==> src/rtl/extremum_autorange_ctrl.sv <==
// extremum_autorange_ctrl: arms finder windows, discards settling windows, autoranges EF_shift from p2p
// Optional watchdog (ST_timeout port) enabled by defining EXTREMUM_CTRL_WATCHDOG_EN.
module extremum_autorange_ctrl #(
    parameter int AXIS_TDATA_WIDTH = 32,
    parameter int SETTLE_WIDTH     = 4
) (
    input  logic                        SYS_aclk,
    input  logic                        SYS_aresetn,
    input  logic                        CFG_enable,
    input  logic [4:0]                  CFG_log_count,
    input  logic [2:0]                  CFG_shift_init,
    input  logic [AXIS_TDATA_WIDTH-1:0] CFG_hi_thresh,
    input  logic [AXIS_TDATA_WIDTH-1:0] CFG_lo_thresh,
    input  logic [SETTLE_WIDTH-1:0]     CFG_settle,
    input  logic [AXIS_TDATA_WIDTH-1:0] EF_min,
    input  logic [AXIS_TDATA_WIDTH-1:0] EF_max,
    input  logic                        EF_valid,
    output logic [4:0]                  EF_log_count,
    output logic [2:0]                  EF_shift,
    output logic [AXIS_TDATA_WIDTH-1:0] ST_p2p,
    output logic                        ST_valid,
    output logic                        ST_overrange,
    output logic                        ST_underrange,
    output logic                        ST_cfg_err,
    output logic                        ST_busy
`ifdef EXTREMUM_CTRL_WATCHDOG_EN
    ,
    output logic                        ST_timeout
`endif
);
    localparam int W = AXIS_TDATA_WIDTH;

    typedef enum logic [2:0] {IDLE, ARM, SETTLE, MEASURE, EVAL} state_t;

    state_t                  state_q, state_d;
    logic [4:0]              log_q, log_d;
    logic [2:0]              shift_q, shift_d;
    logic [SETTLE_WIDTH-1:0] settle_q, settle_d;
    logic [W-1:0]            p2p_q, p2p_d;
    logic                    over_q, over_d, under_q, under_d, err_q, err_d;
    logic [W:0]              diff;
    logic [W-1:0]            p2p;
    logic                    up, dn;
`ifdef EXTREMUM_CTRL_WATCHDOG_EN
    logic [35:0]             wd_q, wd_d, limit;
    logic                    to_q, to_d;
`endif

    // Sign-extended difference can only underflow; a negative result clamps to zero.
    always_comb begin
        diff = {EF_max[W-1], EF_max} - {EF_min[W-1], EF_min};
        p2p  = diff[W] ? '0 : diff[W-1:0];
        up   = (p2p_q > CFG_hi_thresh) && (shift_q != 3'd7) && (CFG_lo_thresh < CFG_hi_thresh);
        dn   = (p2p_q < CFG_lo_thresh) && (shift_q != 3'd0) && (CFG_lo_thresh < CFG_hi_thresh);
    end

    // Next-state sequencing; p2p and range flags are captured at window end so they appear with ST_valid.
    always_comb begin
        state_d  = state_q;
        log_d    = log_q;
        shift_d  = shift_q;
        settle_d = settle_q;
        p2p_d    = p2p_q;
        over_d   = over_q;
        under_d  = under_q;
        err_d    = CFG_enable && (state_q == IDLE) && (CFG_log_count == 5'd0);
        if (!CFG_enable) begin
            state_d = IDLE;
        end else begin
            case (state_q)
                IDLE: if (CFG_log_count != 5'd0) begin
                    state_d = ARM;
                    log_d   = CFG_log_count;
                    shift_d = CFG_shift_init;
                end
                ARM: begin
                    settle_d = CFG_settle;
                    state_d  = (CFG_settle != '0) ? SETTLE : MEASURE;
                end
                SETTLE: if (EF_valid) begin
                    settle_d = settle_q - SETTLE_WIDTH'(1);
                    state_d  = (settle_q == SETTLE_WIDTH'(1)) ? MEASURE : SETTLE;
                end
                MEASURE: if (EF_valid) begin
                    state_d = EVAL;
                    p2p_d   = p2p;
                    over_d  = (p2p > CFG_hi_thresh) && (shift_q == 3'd7);
                    under_d = (p2p < CFG_lo_thresh) && (shift_q == 3'd0);
                end
                EVAL: begin
                    shift_d = up ? shift_q + 3'd1 : dn ? shift_q - 3'd1 : shift_q;
                    state_d = (up || dn) ? ARM : MEASURE;
                end
                default: state_d = IDLE;
            endcase
        end
`ifdef EXTREMUM_CTRL_WATCHDOG_EN
        limit = 36'd1 << ({1'b0, log_q} + 6'd2);
        wd_d  = '0;
        to_d  = (state_q == IDLE) ? 1'b0 : to_q;
        if (CFG_enable && !EF_valid && (state_q == SETTLE || state_q == MEASURE)) begin
            if (wd_q + 36'd1 == limit) begin
                state_d = ARM;
                to_d    = 1'b1;
            end else begin
                wd_d = wd_q + 36'd1;
            end
        end
`endif
    end

    // State and status registers.
    always_ff @(posedge SYS_aclk or negedge SYS_aresetn) begin
        if (!SYS_aresetn) begin
            state_q  <= IDLE;
            log_q    <= '0;
            shift_q  <= '0;
            settle_q <= '0;
            p2p_q    <= '0;
            over_q   <= 1'b0;
            under_q  <= 1'b0;
            err_q    <= 1'b0;
        end else begin
            state_q  <= state_d;
            log_q    <= log_d;
            shift_q  <= shift_d;
            settle_q <= settle_d;
            p2p_q    <= p2p_d;
            over_q   <= over_d;
            under_q  <= under_d;
            err_q    <= err_d;
        end
    end

`ifdef EXTREMUM_CTRL_WATCHDOG_EN
    // Watchdog cycle counter and sticky timeout flag.
    always_ff @(posedge SYS_aclk or negedge SYS_aresetn) begin
        if (!SYS_aresetn) begin
            wd_q <= '0;
            to_q <= 1'b0;
        end else begin
            wd_q <= wd_d;
            to_q <= to_d;
        end
    end

    assign ST_timeout = to_q;
`endif

    assign EF_log_count  = (CFG_enable && state_q != IDLE && state_q != ARM) ? log_q : 5'd0;
    assign EF_shift      = shift_q;
    assign ST_p2p        = p2p_q;
    assign ST_valid      = (state_q == EVAL);
    assign ST_overrange  = over_q;
    assign ST_underrange = under_q;
    assign ST_cfg_err    = err_q;
    assign ST_busy       = (state_q != IDLE);
endmodule

==> config.mk <==
export PLATFORM = sky130hd
export DESIGN_NAME = extremum_autorange_ctrl
export DESIGN_NICKNAME = d
export VERILOG_FILES = /design/src/rtl/extremum_autorange_ctrl.sv
export SDC_FILE = /design/constraint.sdc
export NUM_CORES = 1
export LEC_CHECK = 0
export BUFFER_PORTS_ARGS = -buffer_cell sky130_fd_sc_hd__buf_4
export CAP_MARGIN = 20
export CORE_ASPECT_RATIO = 0.5
export CORE_MARGIN = 3
export CORE_UTILIZATION = 56
export CTS_CLUSTER_DIAMETER = 100
export DETAILED_ROUTE_END_ITERATION = 8
export GPL_ROUTABILITY_DRIVEN = 0
export PLACE_DENSITY = 0.83
export SLEW_MARGIN = 20
export SYNTH_ARGS = -nofsm -noshare
export SYNTH_HDL_FRONTEND = slang
export SYNTH_SLANG_ARGS = --single-unit
==> constraint.sdc <==
create_clock -name SYS_aclk -period 3.3 [get_ports SYS_aclk]
set_input_delay 0.66 -clock SYS_aclk [delete_from_list [all_inputs] [get_ports SYS_aclk]]
set_output_delay 0.66 -clock SYS_aclk [all_outputs]
set_load 0.005 [all_outputs]
==> impl.org, run 1 <==
** Outcome
- The run stopped with a tool error.
- Terminating stage of the flow :: global routing
- The tool reported: "[ERROR GRT-0232] Routing congestion too high. Check the congestion heatmap in the GUI".

** Clock network
- Deepest level of the CTS H-tree :: 2
- The clock drives 50 sinks.
- In this run, CTS created clock tree buffers numbering 5.
- The clock passes through at most 2 buffers.
- Hold-fix buffers, CTS :: 0
- Master cell of the clock root buffer :: clkbuf_16

** Place
- Detailed placement ended at an HPWL of 23,400 um.
- Port buffering added around 190 buffers.
- Total placed instance area :: 0.0113 mm2
- Placed cells :: 1,584

** Logic synthesis
- Number of warnings issued by yosys :: 0
- In this run the cell area of the synthesized design comes to a little under 0.008 mm2.
- The average instance in the mapped netlist occupies 7.93 um2.
- Counting every instance in the synthesized netlist gives approximately 1,000.
- Yosys mapped a number of flops with a built-in enable equal to 0.
- Synthesis produced a netlist with a net count of 1,333.
- Top_reg_cell synth :: dfrtp_1
- Of the synthesized area, sequential elements account for 0.158.
- Netlist cell types :: 67
- FFs w/ async S/R, synth :: 1.00
- Synthesis inferred 50 register bits.

** Global route
- For this run, the total global-route usage over all layers was measured as 0.761.
- Initial antenna violation count :: 8
- Global routing finished with a remaining overflow of 50.
- Maximum number of pins on one net before global-route repair :: 51

** Floorplan
- Row count :: 30
- For this design the top-level I/O count stands at 189.
- Die Height :: between 90 and 100 um
- Starting Density :: 0.578
- The floorplan step set the die width to 174 um.

** STA
- After the last repair the worst path ends at a register input.
- When the global-route repair_timing finished, the worst setup path ended at ST_overrange$_DFFE_PN0P_/D.
==> cells in the mapped netlist (all sizes together) (5+ instances only) <==
cell type / n / area (um2)
a211oi: 14 / 110
a21o: 39 / 293
a21oi: 84 / 420
a31oi: 7 / 43.8
a41oi: 6 / 52.6
and2: 12 / 90.1
and3: 6 / 37.5
buf: 7 / 48.8
clkbuf: 16 / 61.3
dfrtp: 50 / 1250
ha: 189 / 2360
inv: 118 / 443
mux2: 19 / 218
nand2: 83 / 312
nand2b: 9 / 56.3
nand3: 22 / 110
nand4: 30 / 188
nor2: 68 / 258
nor2b: 20 / 125
nor3: 21 / 105
o211ai: 10 / 80.1
o21a: 8 / 60.1
o21ai: 58 / 294
o21bai: 8 / 60.1
o31ai: 17 / 128
or2: 5 / 33.8
xnor2: 16 / 140
xor2: 11 / 96.3
==> logic make-up after synthesis <==
logic type	share of synthesized area
compound gates	0.231
xor+xnor	0.0299
fa+ha+maj	0.304
buf+inv	0.0699
flops	0.158
mux	0.0300
simple gates	0.177
==> what timing repair did <==
action	CTS
pin swaps	59
cloned	2
setup endpoints to repair	7
resized for setup	67
setup buffers	23
==> per-layer routing <==
metal,GRT usage,GRT overflow
met1,0.730,1
met2,0.904,27
met3,0.670,1
met4,0.755,21
met5,0.468,0
==> through the flow <==
stage / setup TNS, ps / setup slack (ps)
global placement: -4820 / -1390
detailed placement: -7330 / -1630
floorplan: -1890 / -1050
CTS: -2240 / -1190
==> run 2: changes to the inputs <==
--- a/config.mk
+++ b/config.mk
@@ -7,13 +7,11 @@
 export LEC_CHECK = 0
 export BUFFER_PORTS_ARGS = -buffer_cell sky130_fd_sc_hd__buf_4
 export CAP_MARGIN = 20
-export CORE_ASPECT_RATIO = 0.5
 export CORE_MARGIN = 3
-export CORE_UTILIZATION = 56
-export CTS_CLUSTER_DIAMETER = 100
+export CORE_UTILIZATION = 40
 export DETAILED_ROUTE_END_ITERATION = 8
 export GPL_ROUTABILITY_DRIVEN = 0
-export PLACE_DENSITY = 0.83
+export PLACE_DENSITY_LB_ADDON = 0.15
 export SLEW_MARGIN = 20
 export SYNTH_ARGS = -nofsm -noshare
 export SYNTH_HDL_FRONTEND = slang
==> run 2 against run 1 <==
Synthesized cell count did not move. The flow now finishes, with violations (setup timing). Area after synthesis did not move.
==> impl.org, run 2 <==
** Outcome
- The flow ran to the end, but the final reports show violations.
- Failing checks :: setup timing

** Place
- Pre-CTS setup slack :: -1530 ps
- Total placed instance area :: around 0.011 mm2
- Placed cells :: 1,645
- Input and output buffers added on the ports amount to 188.
- Half-perimeter wire length after detailed placement :: 22,500 um

** Logic synthesis
- Synth Area in Adders :: 0.304
- Post-synthesis compound-gate area fraction :: 0.231
- The mapped netlist covers 0.00791 mm2.
- Of all flip-flops after synthesis, the portion carrying an async set or reset was 1.00.
- Syn_nets :: 1,333
- In this run, distinct cell masters in the synthesized netlist total 67.
- Of the post-synthesis cell area, the dominant cell type holds 0.299.
- ha_1 takes more of the synthesized area than any other cell.
- For this run, the register share of the synthesized area comes to 0.158.
- Simple-gate share of the synthesized area :: 0.177
- Of the total synthesized cell area, the portion taken by XOR and XNOR cells is 0.0299.
- Top_reg_cell synth :: dfrtp_1
- Most frequent cell after synthesis :: ha_1
- Main combinational cell family by area after synthesis :: adder cells
- Synthesis handed over a netlist of 998 instances.
- Synthesized area divided by synthesized cell count :: 7.93 um2
- Counting flops and latches in the post-synthesis netlist gives 50.
- Leading post-synthesis cells by instance count :: 189 x ha_1, 117 x inv_1, 84 x a21oi_1
- Post-synthesis mux area share :: 0.0300
- Number of warnings issued by yosys :: 0
- EDFF count, synth :: 0
- Most area-consuming cells after synthesis :: ha_1 30%, dfrtp_1 16%, inv_1 5.5%

** Routing
- For this run, design rule violations remaining after detail routing come to 0.
- Number of iterations in the first detailed-routing pass :: 5
- The routed layout has 8,660 vias.
- In the routed layout, each cell is associated on average with a via count of ~5.2.
- Routed wire length :: 26,600 um
- In this run the remaining antenna-violating nets after routing total 0.
- Post-DR wirelength/cell :: between 15 and 20 um
- In this run, the number of DRC markers left after iteration 0 of detailed routing was 420.

** Global route
- Across every metal layer, demand over resource in global routing totals 0.237.
- Vias in the first global route :: 8,553
- The number of antenna violations at the first check in global routing is 0.
- Entering global routing, the biggest net connects between 50 and 60 pins.
- The first global-routing pass estimated approximately 42,000 um of wire.
- For this run the aggregate overflow at the end of global routing stands at 0.

** Final layout
- The top cell types in the final layout, fill and taps aside, are 427 x buf_4, 180 x ha_1, 112 x inv_1, 82 x nand2_1, 77 x a21oi_1.
- Ant. Diodes :: 0
- Fill cells in the final layout number between 1,500 and 2,000.
- The register with the most flip-flops in the layout has 32 of them.
- At the end of the flow, the number of nets in the layout was 1,751.
- In the final layout, the share of cells above drive strength 1 is 0.385.
- Once layout is done, the placed cells without fillers occupy 0.0120 mm2.
- Layout Cells excl Fill :: 1,677
- Area added between synthesis and finish :: 51.2%
- Leading cell type in the layout, fill and taps excluded :: buf_4

** Run
- The tool flagged a number of max-cap violations equal to 0.

** STA
- Unrepaired setup endpoints after global routing :: yes
- The final count of hold timing violations was 0.
- Across all setup checks in the final design, the least slack found is -1150 ps.
- Setup violations remaining at the end of the flow were counted as 2.
- Hold timing on the final database bottoms out at a slack of 395 ps.
- Counting I/O delays and the setup requirement, the final critical path takes 4450 ps.
- Static timing analysis puts the maximum clock frequency at 0.225 GHz.
- Of the available clock period, the critical path in the final layout requires 1.35.
- Measured against its own limit, the worst slew margin works out to 0.425.
- Worst-Margin Slew :: 861 ps
- Clock skew on the completed layout was measured at 7.55 ps.
- Final slew viol count :: 0

** Floorplan
- Core area :: between 0.015 and 0.02 mm2
- Ports placed on the boundary :: 189
- The die covers about 0.022 mm2.
- In this run the vertical extent of the chip is 147 um.
- The initialized floorplan defines 50 standard-cell rows.
- The initial utilization of the core area, before any placement, comes to 0.415.
- Measured along the x axis, the die boundary spans around 150 um.

** Setup path
- Startpoint of the worst-slack reg-to-reg timing path :: ST_p2p[28]$_DFFE_PN0P_
- End point of the critical path :: ST_overrange$_DFFE_PN0P_
- Worst R2R Setup Slack :: 270 ps
- Critical path startpoint category :: input port
- Worst Reg-to-Reg Cells :: 11
- Crit Path Category :: in2reg
- In this run the worst setup path begins at EF_max[0].
- In this run the worst path has a maximum fanout of 11.
- Endpoint arrival time on the critical path :: roughly 4700 ps
- STA puts the critical path data required time at 3520 ps.
- The worst register-to-register path ends at EF_shift[2]$_DFFE_PN0P_.
- Crit. End Element :: flip-flop

** Clock network
- Clock tree from TritonCTS :: done
- The later pin in the worst-skew pair is clocked with a latency of a little over 300 ps.
- Clock tree synthesis inserted a total of 5 buffers.
- Clk sink count :: 50
- Clock-pin slew was measured on the worst setup and hold paths at 80 ps.
- Master cell of the clock root buffer :: clkbuf_16
- CTS built an H-tree with a depth of 2.
- Maximum clock insertion buffer count :: 2

** Power and ir drop
- Across the VDD grid, the largest voltage drop is 0.230 mV.
- In this run the static leakage power is roughly 6.5 nW.
- Power spread over the standard cell area amounts to 429 mW/mm2.
- Post-route total power :: 0.00514 W

** Hold path
- Hold WC Path Type :: in2async
[run 2: cell counts after synthesis]
Identical to the previous run, type by type.
[run 2: cells by family (layout without fill, tap and decap cells)]
family,count (synthesis),count (layout)
xor gates and xnor gates,27,27
and+or+nand+nor,287,287
adders and majority gates,191,191
DFF,50,50
AOI/OAI and AO/OA,281,281
buffers and inverters,141,560
muxes,21,21
[run 2: worst max-delay path, stage by stage]
cell and delay [ps]:
buf_4 80, inv_2 40, ha_4 160, inv_2 50, fa_2 220, a211oi_4 80
o211ai_2 230, nand3_2 150, o21ai_4 240, nand3_2 130, a2111oi_4 440, nor2_2 130
buf_6 170, nor2_2 130, ha_1 140, nand4_1 120, buf_4 150, buf_4 120
buf_4 120, buf_4 120, buf_4 120, buf_4 120, buf_4 120, nor2_1 250
a211o_1 170, a211oi_2 50, a211oi_1 180
[run 2: worst min path at each step]
stage,slack [ps],startpoint,cells past startpoint,end
2_1_floorplan,360,SYS_aresetn,0,EF_shift[0]$_DFFE_PN0P_
3_3_place_gp,450,log_q[0]$_DFFE_PN0P_,2,log_q[0]$_DFFE_PN0P_
3_5_place_dp,450,log_q[0]$_DFFE_PN0P_,2,log_q[0]$_DFFE_PN0P_
4_1_cts,420,SYS_aresetn,1,ST_p2p[9]$_DFFE_PN0P_
5_1_grt,450,SYS_aresetn,1,log_q[1]$_DFFE_PN0P_
6_report,400,SYS_aresetn,1,ST_p2p[9]$_DFFE_PN0P_
[run 2: area by class of cell]
| type | instances | area, um2 | share of cell area |
|---|---|---|---|
| clock buffers | 5 | 125 | 0.0105 |
| clock inverters | 3 | 28.8 | 0.00240 |
| inverters | 118 | 445 | 0.0372 |
| multi-input cells | 807 | 6510 | 0.544 |
| flip-flops and latches | 50 | 1250 | 0.105 |
| well taps | 260 | 325 | 0.0272 |
| repair buffers | 434 | 3280 | 0.274 |
[run 2: repair_timing]
action,in CTS,in global routing
hold buffers,0,0
buffers inserted,17,7
endpoints found under the setup margin,4,5
pin swaps,36,22
resized for setup,28,39
[run 2: report_power, final]
part | leakage, nW | switching [W] | internal [W]
clock | 0.0759 | 0.000289 | 0.000291
combinational | 5.75 | 0.00162 | 0.00179
sequential | 0.652 | 0.000302 | 0.000850
total | 6.48 | 0.00221 | 0.00293
[run 2: per-layer routing]
| metal | routed length, um | GRT usage | vias to the layer above |
|---|---|---|---|
| met3 | 1510 | 0.0286 | 18 |
| met5 | 0 | 0 | - |
| met2 | 12400 | 0.400 | 215 |
| li1 | - | - | 4455 |
| met4 | 328 | 0.0456 | 0 |
| met1 | 12300 | 0.327 | 3972 |
[run 2: through the flow]
stage               utilization  TNS [ps]
global placement          0.593     -4150
finish                    0.627     -2110
detailed placement        0.593     -5130
CTS                       0.615     -1900
floorplan                     -     -1890
global route              0.627     -2560
Note: power is estimated with default switching activity, not from simulation.
==> run 3: changes to the inputs <==
--- a/config.mk
+++ b/config.mk
@@ -12,6 +12,7 @@
 export DETAILED_ROUTE_END_ITERATION = 8
 export GPL_ROUTABILITY_DRIVEN = 0
 export PLACE_DENSITY_LB_ADDON = 0.15
+export RECOVER_POWER = 50
 export SLEW_MARGIN = 20
 export SYNTH_ARGS = -nofsm -noshare
 export SYNTH_HDL_FRONTEND = slang
==> run 3 against run 2 <==
Clock skew about the same. Cell area decreased by 0.15%. Worst hold slack gained 78 ps. Final cell count is the same. The flow still finishes with violations (setup timing). Clock-buffer cell count did not move.
==> impl.org, run 3 (synthesis results as in run 2) <==
** Outcome
- The run finished, with violations left.
- Failing checks :: setup timing

** Final layout
- Net count, final :: around 1,800
- Measured on the finished design, the core utilization comes to 0.626.
- After the flow finishes, the layout carries non-filler instances totaling roughly 1,700.
- After routing the design area is 0.0119 mm2.
- The area growth from synthesis to layout is 51.0%.
- Leading cell type in the layout, fill and taps excluded :: buf_4
- Layout filler cell count :: 1,763
- In the final layout, the share of cells above drive strength 1 is 0.382.
- In the layout the commonest cells are 412 x buf_4, 180 x ha_1, 112 x inv_1, 82 x nand2_1, 77 x a21oi_1.
- Ant. Diodes :: 0
- The register with the most flip-flops in the layout has 32 of them.

** STA
- Achievable clock frequency :: approximately 0.23 GHz
- Setup repair after global routing could not meet its margin everywhere.
- Tightest slew margin relative to the limit :: 0.0886
- The final number of max-transition violations came to 0.
- At the pin with the least slew margin, the transition time is 1370 ps.
- In the finished design, the share of the clock period the worst path needs comes to 1.35.
- Clock skew on the completed layout was measured at between 7 and 8 ps.
- Hold Violations, Final :: 0
- Setup slack on the critical path of the routed design comes to -1140 ps.
- Counting I/O delays and the setup requirement, the final critical path takes 4440 ps.
- Final setup violation count :: 2

** Setup path
- Slowest stage cell on the critical path :: a2111oi_4
- Startpoint of the worst-slack reg-to-reg timing path :: ST_p2p[25]$_DFFE_PN0P_
- End point of the critical path :: ST_overrange$_DFFE_PN0P_
- For the worst flop-to-flop path, the logic depth is 11.
- Crit. End Element :: flip-flop
- The critical path is of the in2reg type.
- STA classifies the critical path startpoint as an input port.
- Together, buffers and inverters on the worst path number 11.
- In this run the critical register-to-register path is captured at EF_shift[2]$_DFFE_PN0P_.
- Logic depth of the worst setup path including buffers :: 27
- Data required time of the worst path :: 3520 ps
- Crit path launch :: EF_max[0]
- Endpoint arrival time on the critical path :: around 4700 ps
- Crit path top cell by count :: buf_4
- Delay-heaviest family, CP :: compound AO/OA/AOI/OAI gates
- On the worst path, the slowest cell contributes a delay of 440 ps.
- Worst R2R Setup Slack :: 270 ps
- In this run the worst path has a maximum fanout of 11.

** Routing
- The first detailed-routing pass ran for 5 iterations.
- Total vias in the final route :: 8,648
- After the first detailed-routing iteration, the DRC count stood at 399.
- After detailed routing, the number of remaining DRC violations is 0.
- The final layout contains routed wiring with a total length of 26,600 um.
- Post-DR wirelength/cell :: 15.8 um
- Number of vias per cell :: 5.16
- In this run the remaining antenna-violating nets after routing total 0.

** Run
- Across the run, the number of max-cap violations was 0.

** Place
- Placed cells :: 1,645
- Port Buffer Count :: 188
- Half-perimeter wire length after detailed placement :: 22,500 um
- Once placement finished, the instance area stood at 0.0113 mm2.

** Clock network
- For the worst-skew pair, the clock arrives at the later sink with an insertion delay of 310 ps.
- Buffers inserted during clock tree synthesis total 5.
- Clk sink count :: 50
- No sink is reached through more buffers than the 2 on the longest clock path.
- After clock tree synthesis, the clock-pin slew on the worst setup and hold paths is roughly 80 ps.
- TritonCTS built the clock tree.
- The H-tree was split into 2 levels.
- Hold-fix buffers, CTS :: 0
- In this run the clock root is driven by a clkbuf_16.

** Power and ir drop
- The share of total power dissipated in combinational logic is 0.662.
- The internal power of the cells totals 0.00291 W.
- Reported leakage power :: roughly 6.5 nW
- Ratio of total power to cell area :: 428 mW/mm2
- Clock network fraction of total power :: 0.113
- IR analysis of the VDD net gives a maximum drop of 0.230 mV.
- Of the total power, registers draw 0.225.
- Net switching component of the power :: 0.00220 W
- Of the total power, the share spent switching nets is 0.431.

** Floorplan
- The floorplan step defined a die boundary enclosing 0.0215 mm2.
- The core region is 0.0191 mm2.
- Starting Density :: 0.415
- Ports placed on the boundary :: 189
- The floorplan step set the die height to 147 um.
- From left edge to right edge, the die measures between 100 and 150 um.
- Row count :: 50

** Hold path
- Hold WC Path Type :: reg2reg

** Global route
- The number of global-route vias before repair is 8,553.
- First-pass GRT wire length :: 42,200 um
- For this run, the total global-route usage over all layers was measured as 0.237.
- The number of antenna violations at the first check in global routing was 0.
- Maximum number of pins on one net before global-route repair :: between 50 and 60
- Global-route congestion overflow total :: 0
[run 3: cell count changes in the layout (fill, tap and decap cells not counted)]
cell and change:
buf_4 -15, clkbuf_1 +4, clkbuf_2 +1, clkbuf_4 +10
[run 3: repair_timing]
action	in CTS	in global routing
resized for setup	28	39
pin swaps	36	22
setup buffers	17	7
setup endpoints to repair	4	5
gates cloned	0	0
[run 3: worst min path at each step]
stage,from,depth (start not counted),end,slack [ps]
6_report,log_q[0]$_DFFE_PN0P_,2,log_q[0]$_DFFE_PN0P_,470
5_1_grt,log_q[3]$_DFFE_PN0P_,2,log_q[3]$_DFFE_PN0P_,500
4_1_cts,SYS_aresetn,1,ST_p2p[9]$_DFFE_PN0P_,420
3_5_place_dp,log_q[0]$_DFFE_PN0P_,2,log_q[0]$_DFFE_PN0P_,450
3_3_place_gp,log_q[0]$_DFFE_PN0P_,2,log_q[0]$_DFFE_PN0P_,450
2_1_floorplan,SYS_aresetn,0,EF_shift[0]$_DFFE_PN0P_,360
[run 3: area by class of cell]
cell class,count,area (um2),share of cell area
Multi-Input combinational cell,807,6510,0.545
Clock inverter,3,28.8,0.00241
Inverter,118,445,0.0373
Timing Repair Buffer,434,3270,0.273
Sequential cell,50,1250,0.105
Clock buffer,5,125,0.0105
Tap cell,260,325,0.0272
[run 3: stage by stage]
step / hold WS [ps] / total power, W / worst slack (ps) / TNS [ps]
floorplan: 364 / 0.00279 / -1050 / -1890
global placement: 449 / 0.00429 / -1460 / -4150
detailed placement: 454 / 0.00435 / -1530 / -5130
CTS: 422 / 0.00503 / -1050 / -1900
global route: 496 / 0.00558 / -1320 / -2560
finish: 473 / 0.00511 / -1140 / -2100
[run 3: power by group through the flow]
stage | logic [W] | registers, W | clock network, W
6_report | 0.00338 | 0.00115 | 0.000579
3_5_place_dp | 0.00319 | 0.00116 | 0
4_1_cts | 0.00329 | 0.00114 | 0.000589
5_1_grt | 0.00378 | 0.00118 | 0.000608
2_1_floorplan | 0.00171 | 0.00107 | 0
3_3_place_gp | 0.00314 | 0.00115 | 0
[run 3: metal layers]
metal / GRT usage / vias up / share of wire
met4: 0.0456 / 0 / 0.012
li1: - / 4454 / -
met2: 0.400 / 220 / 0.47
met5: 0 / - / 0
met3: 0.0286 / 18 / 0.060
met1: 0.327 / 3956 / 0.46
[run 3: worst register-to-register path, delay by kind of cell (launching register included)]
kind,cells,cell delay (ps)
and+or+nand+nor,4,870
adders and majority gates,2,700
DFF,1,460
AOI/OAI and AO/OA,5,920
==> run 4: changes to the inputs <==
--- a/config.mk
+++ b/config.mk
@@ -11,6 +11,7 @@
 export CORE_UTILIZATION = 40
 export DETAILED_ROUTE_END_ITERATION = 8
 export GPL_ROUTABILITY_DRIVEN = 0
+export MAX_ROUTING_LAYER = met4
 export PLACE_DENSITY_LB_ADDON = 0.15
 export RECOVER_POWER = 50
 export SLEW_MARGIN = 20
==> run 4 against run 3 <==
Worst hold slack hardly changed. Critical path type unchanged. The flow still finishes with violations (setup timing). Die area stayed put. Highest routed layer unchanged. Clock-buffer cell count unchanged. Largest power group unchanged. Worst setup slack worse by 20 ps. Clock power barely moved. Critical path depth is the same. Final cell count is essentially flat.
==> impl.org, run 4 (synthesis results as in run 2) <==
** Routing
- Post-DR wirelength/cell :: 15.8 um
- Number of nets still failing antenna checks after routing :: 0
- Total DRC errors in the routed layout :: 0
- Detailed routing inserted a total of just under 9,000 vias.
- Number of DRC markers in iteration 0 :: around 500
- Summed over all layers, the routed wires come to 26,600 um.
- Before antenna repair, the detailed router went through 5 iterations.
- Dividing the detail-routed via count by the number of cells gives 5.15.

** Floorplan
- The die is 147 um wide.
- Ports placed on the boundary :: 189
- Die Height :: ~150 um
- After floorplanning, the core was divided into 50 placement rows.
- For this configuration, the core starts out at a cell density of 0.415.
- Core area :: 0.0191 mm2
- Full die area :: 0.0215 mm2

** STA
- On the final layout, the worst clock skew is about 7.6 ps.
- Achievable clock frequency :: ~0.22 GHz
- Setup repair after global routing could not meet its margin everywhere.
- Worst hold-check slack :: ~470 ps
- Final slew viol count :: 0
- Crit share post-route :: 1.35
- Tmin final :: between 4000 and 5000 ps
- The final count of hold timing violations was 0.
- At the pin with the least slew margin, the transition time is 1380 ps.
- Tightest slew margin relative to the limit :: 0.0831
- Setup violations remaining at the end of the flow were counted as 2.
- Across all setup checks in the final design, the least slack found is -1160 ps.
- Adding up every negative setup slack in the final design gives -2150 ps.

** Final layout
- The filler cells instantiated in the layout total 1,762.
- For this run, the post-layout net count is 1,752.
- Register area :: 0.00125 mm2
- Share of cells above drive strength 1 :: 0.382
- Area added between synthesis and finish :: 51.0%
- The multi-input combinational cells in the finished layout cover a total of 0.00651 mm2.
- Ant. Diodes :: 0
- Commonest non-fill, non-tap cells in the layout :: 414 x buf_4, 180 x ha_1, 112 x inv_1, 82 x nand2_1, 77 x a21oi_1
- Number of flip-flops under the largest register name :: 32
- Leaving out fill and tap cells, the most frequent cell in the layout is buf_4.

** Clock network
- The number of hold buffers added after CTS was 0.
- Master cell of the clock root buffer :: clkbuf_16
- Clk sink count :: 50
- The H-tree was split into 2 levels.
- For the worst-skew pair, the clock arrives at the later sink with an insertion delay of 310 ps.
- Clock tree from TritonCTS :: done
- Maximum clock insertion buffer count :: 2
- Register clock-pin slew on the reported worst setup and hold paths :: about 80 ps
- TritonCTS created 5 clock buffers.

** Global route
- Global-route layer with the greatest usage :: met2
- Met1 Usage GRT :: 0.328
- Maximum number of pins on one net before global-route repair :: 51
- Overall fraction of global-route tracks in use :: 0.244
- First-pass GRT wire length :: around 42,000 um
- The number of antenna violations at the first check in global routing came to 0.
- Met2 GRT Util :: 0.399
- Met3 track demand over resource in global routing :: 0.0282
- The number of global-route vias before repair came to between 8,000 and 9,000.
- The total overflow left after global routing is 0.

** Setup path
- Crit path launch :: EF_max[0]
- The worst register-to-register path begins at ST_p2p[25]$_DFFE_PN0P_.
- Endpoint arrival time on the critical path :: 4680 ps
- Crit path max fanout :: 11
- Data required time of the worst path :: 3520 ps
- STA classifies the critical path startpoint as an input port.
- The setup path with the least slack is of type in2reg.
- Crit. End Element :: flip-flop

** Outcome
- Failing checks :: setup timing
- The run finished, with violations left.

** Power and ir drop
- Ratio of total power to cell area :: roughly 430 mW/mm2
- Max VDD drop :: ~0.23 mV
- Reported leakage power :: between 6 and 7 nW

** Run
- Max Cap Violations :: 0

** Hold path
- The worst hold path begins at log_q[0]$_DFFE_PN0P_.
- Hold WC Path Type :: reg2reg

** Place
- Port Buffer Count :: 188
- The wire-length estimate of the detail-placed layout is 22,500 um.
-- run 4: cell type report --
cell class / instances / area share
clock buffer: 5 / 0.0105
clock inverter: 3 / 0.00241
inverter: 118 / 0.0373
multi-input combinational: 807 / 0.544
sequential: 50 / 0.105
tap: 260 / 0.0272
timing repair buffer: 435 / 0.274
-- run 4: per-stage QoR --
stage / instances / setup WS, ps / power (W) / util / cell area [um2]
after floorplan: 998 / -1050 / 0.00279 / - / 8040
after global placement: 1645 / -1460 / 0.00429 / 0.593 / 11300
after detailed placement: 1645 / -1530 / 0.00435 / 0.593 / 11300
after CTS: 1670 / -1050 / 0.00503 / 0.615 / 11700
after global routing: 1678 / -1320 / 0.00558 / 0.626 / 12000
final: 1678 / -1160 / 0.00512 / 0.626 / 12000
-- run 4: repair_timing --
item                       4_1_cts  5_1_grt
resized for setup               28       38
pin swaps                       36       22
setup buffers                   17        8
setup endpoints to repair        4        5
cloned                           0        0
-- run 4: path summary, 6_finish.rpt --
kind | depth (start not counted) | slack, ps | to
setup / recovery | 27 | -1160 | ST_overrange$_DFFE_PN0P_
hold / removal | 2 | 470 | log_q[0]$_DFFE_PN0P_
setup reg to reg | 11 | 260 | EF_shift[2]$_DFFE_PN0P_
hold reg to reg | 2 | 470 | log_q[0]$_DFFE_PN0P_
max in group asynchronous | 1 | 1810 | ST_p2p[19]$_DFFE_PN0P_
min in group asynchronous | 1 | 660 | ST_p2p[9]$_DFFE_PN0P_
-- run 4: metal layers --
metal	vias up	part of all wire	wire, um
met5	-	0	0
met4	0	0.013	335
met3	22	0.059	1570
met2	226	0.47	12400
met1	3944	0.46	12300
li1	4452	-	-
-- run 4: critical path, cell delays in order --
cell,delay [ps]
buf_4,80
inv_2,40
ha_4,160
inv_2,50
fa_2,220
a211oi_4,80
o211ai_2,230
nand3_2,150
o21ai_4,240
nand3_2,130
a2111oi_4,450
nor2_2,130
buf_6,170
nor2_2,130
ha_1,140
nand4_1,110
buf_4,150
buf_4,120
buf_4,120
buf_4,120
buf_4,120
buf_4,120
buf_4,120
nor2_1,250
a211o_1,180
a211oi_2,50
a211oi_1,180
-- run 4: power by group --
part / total (W) / leakage (nW) / switching [W] / internal, W
Combinational: 0.00339 / 5.74 / 0.00162 / 0.00177
Clock: 0.000578 / 0.0759 / 0.000287 / 0.000291
Sequential: 0.00115 / 0.652 / 0.000302 / 0.000850
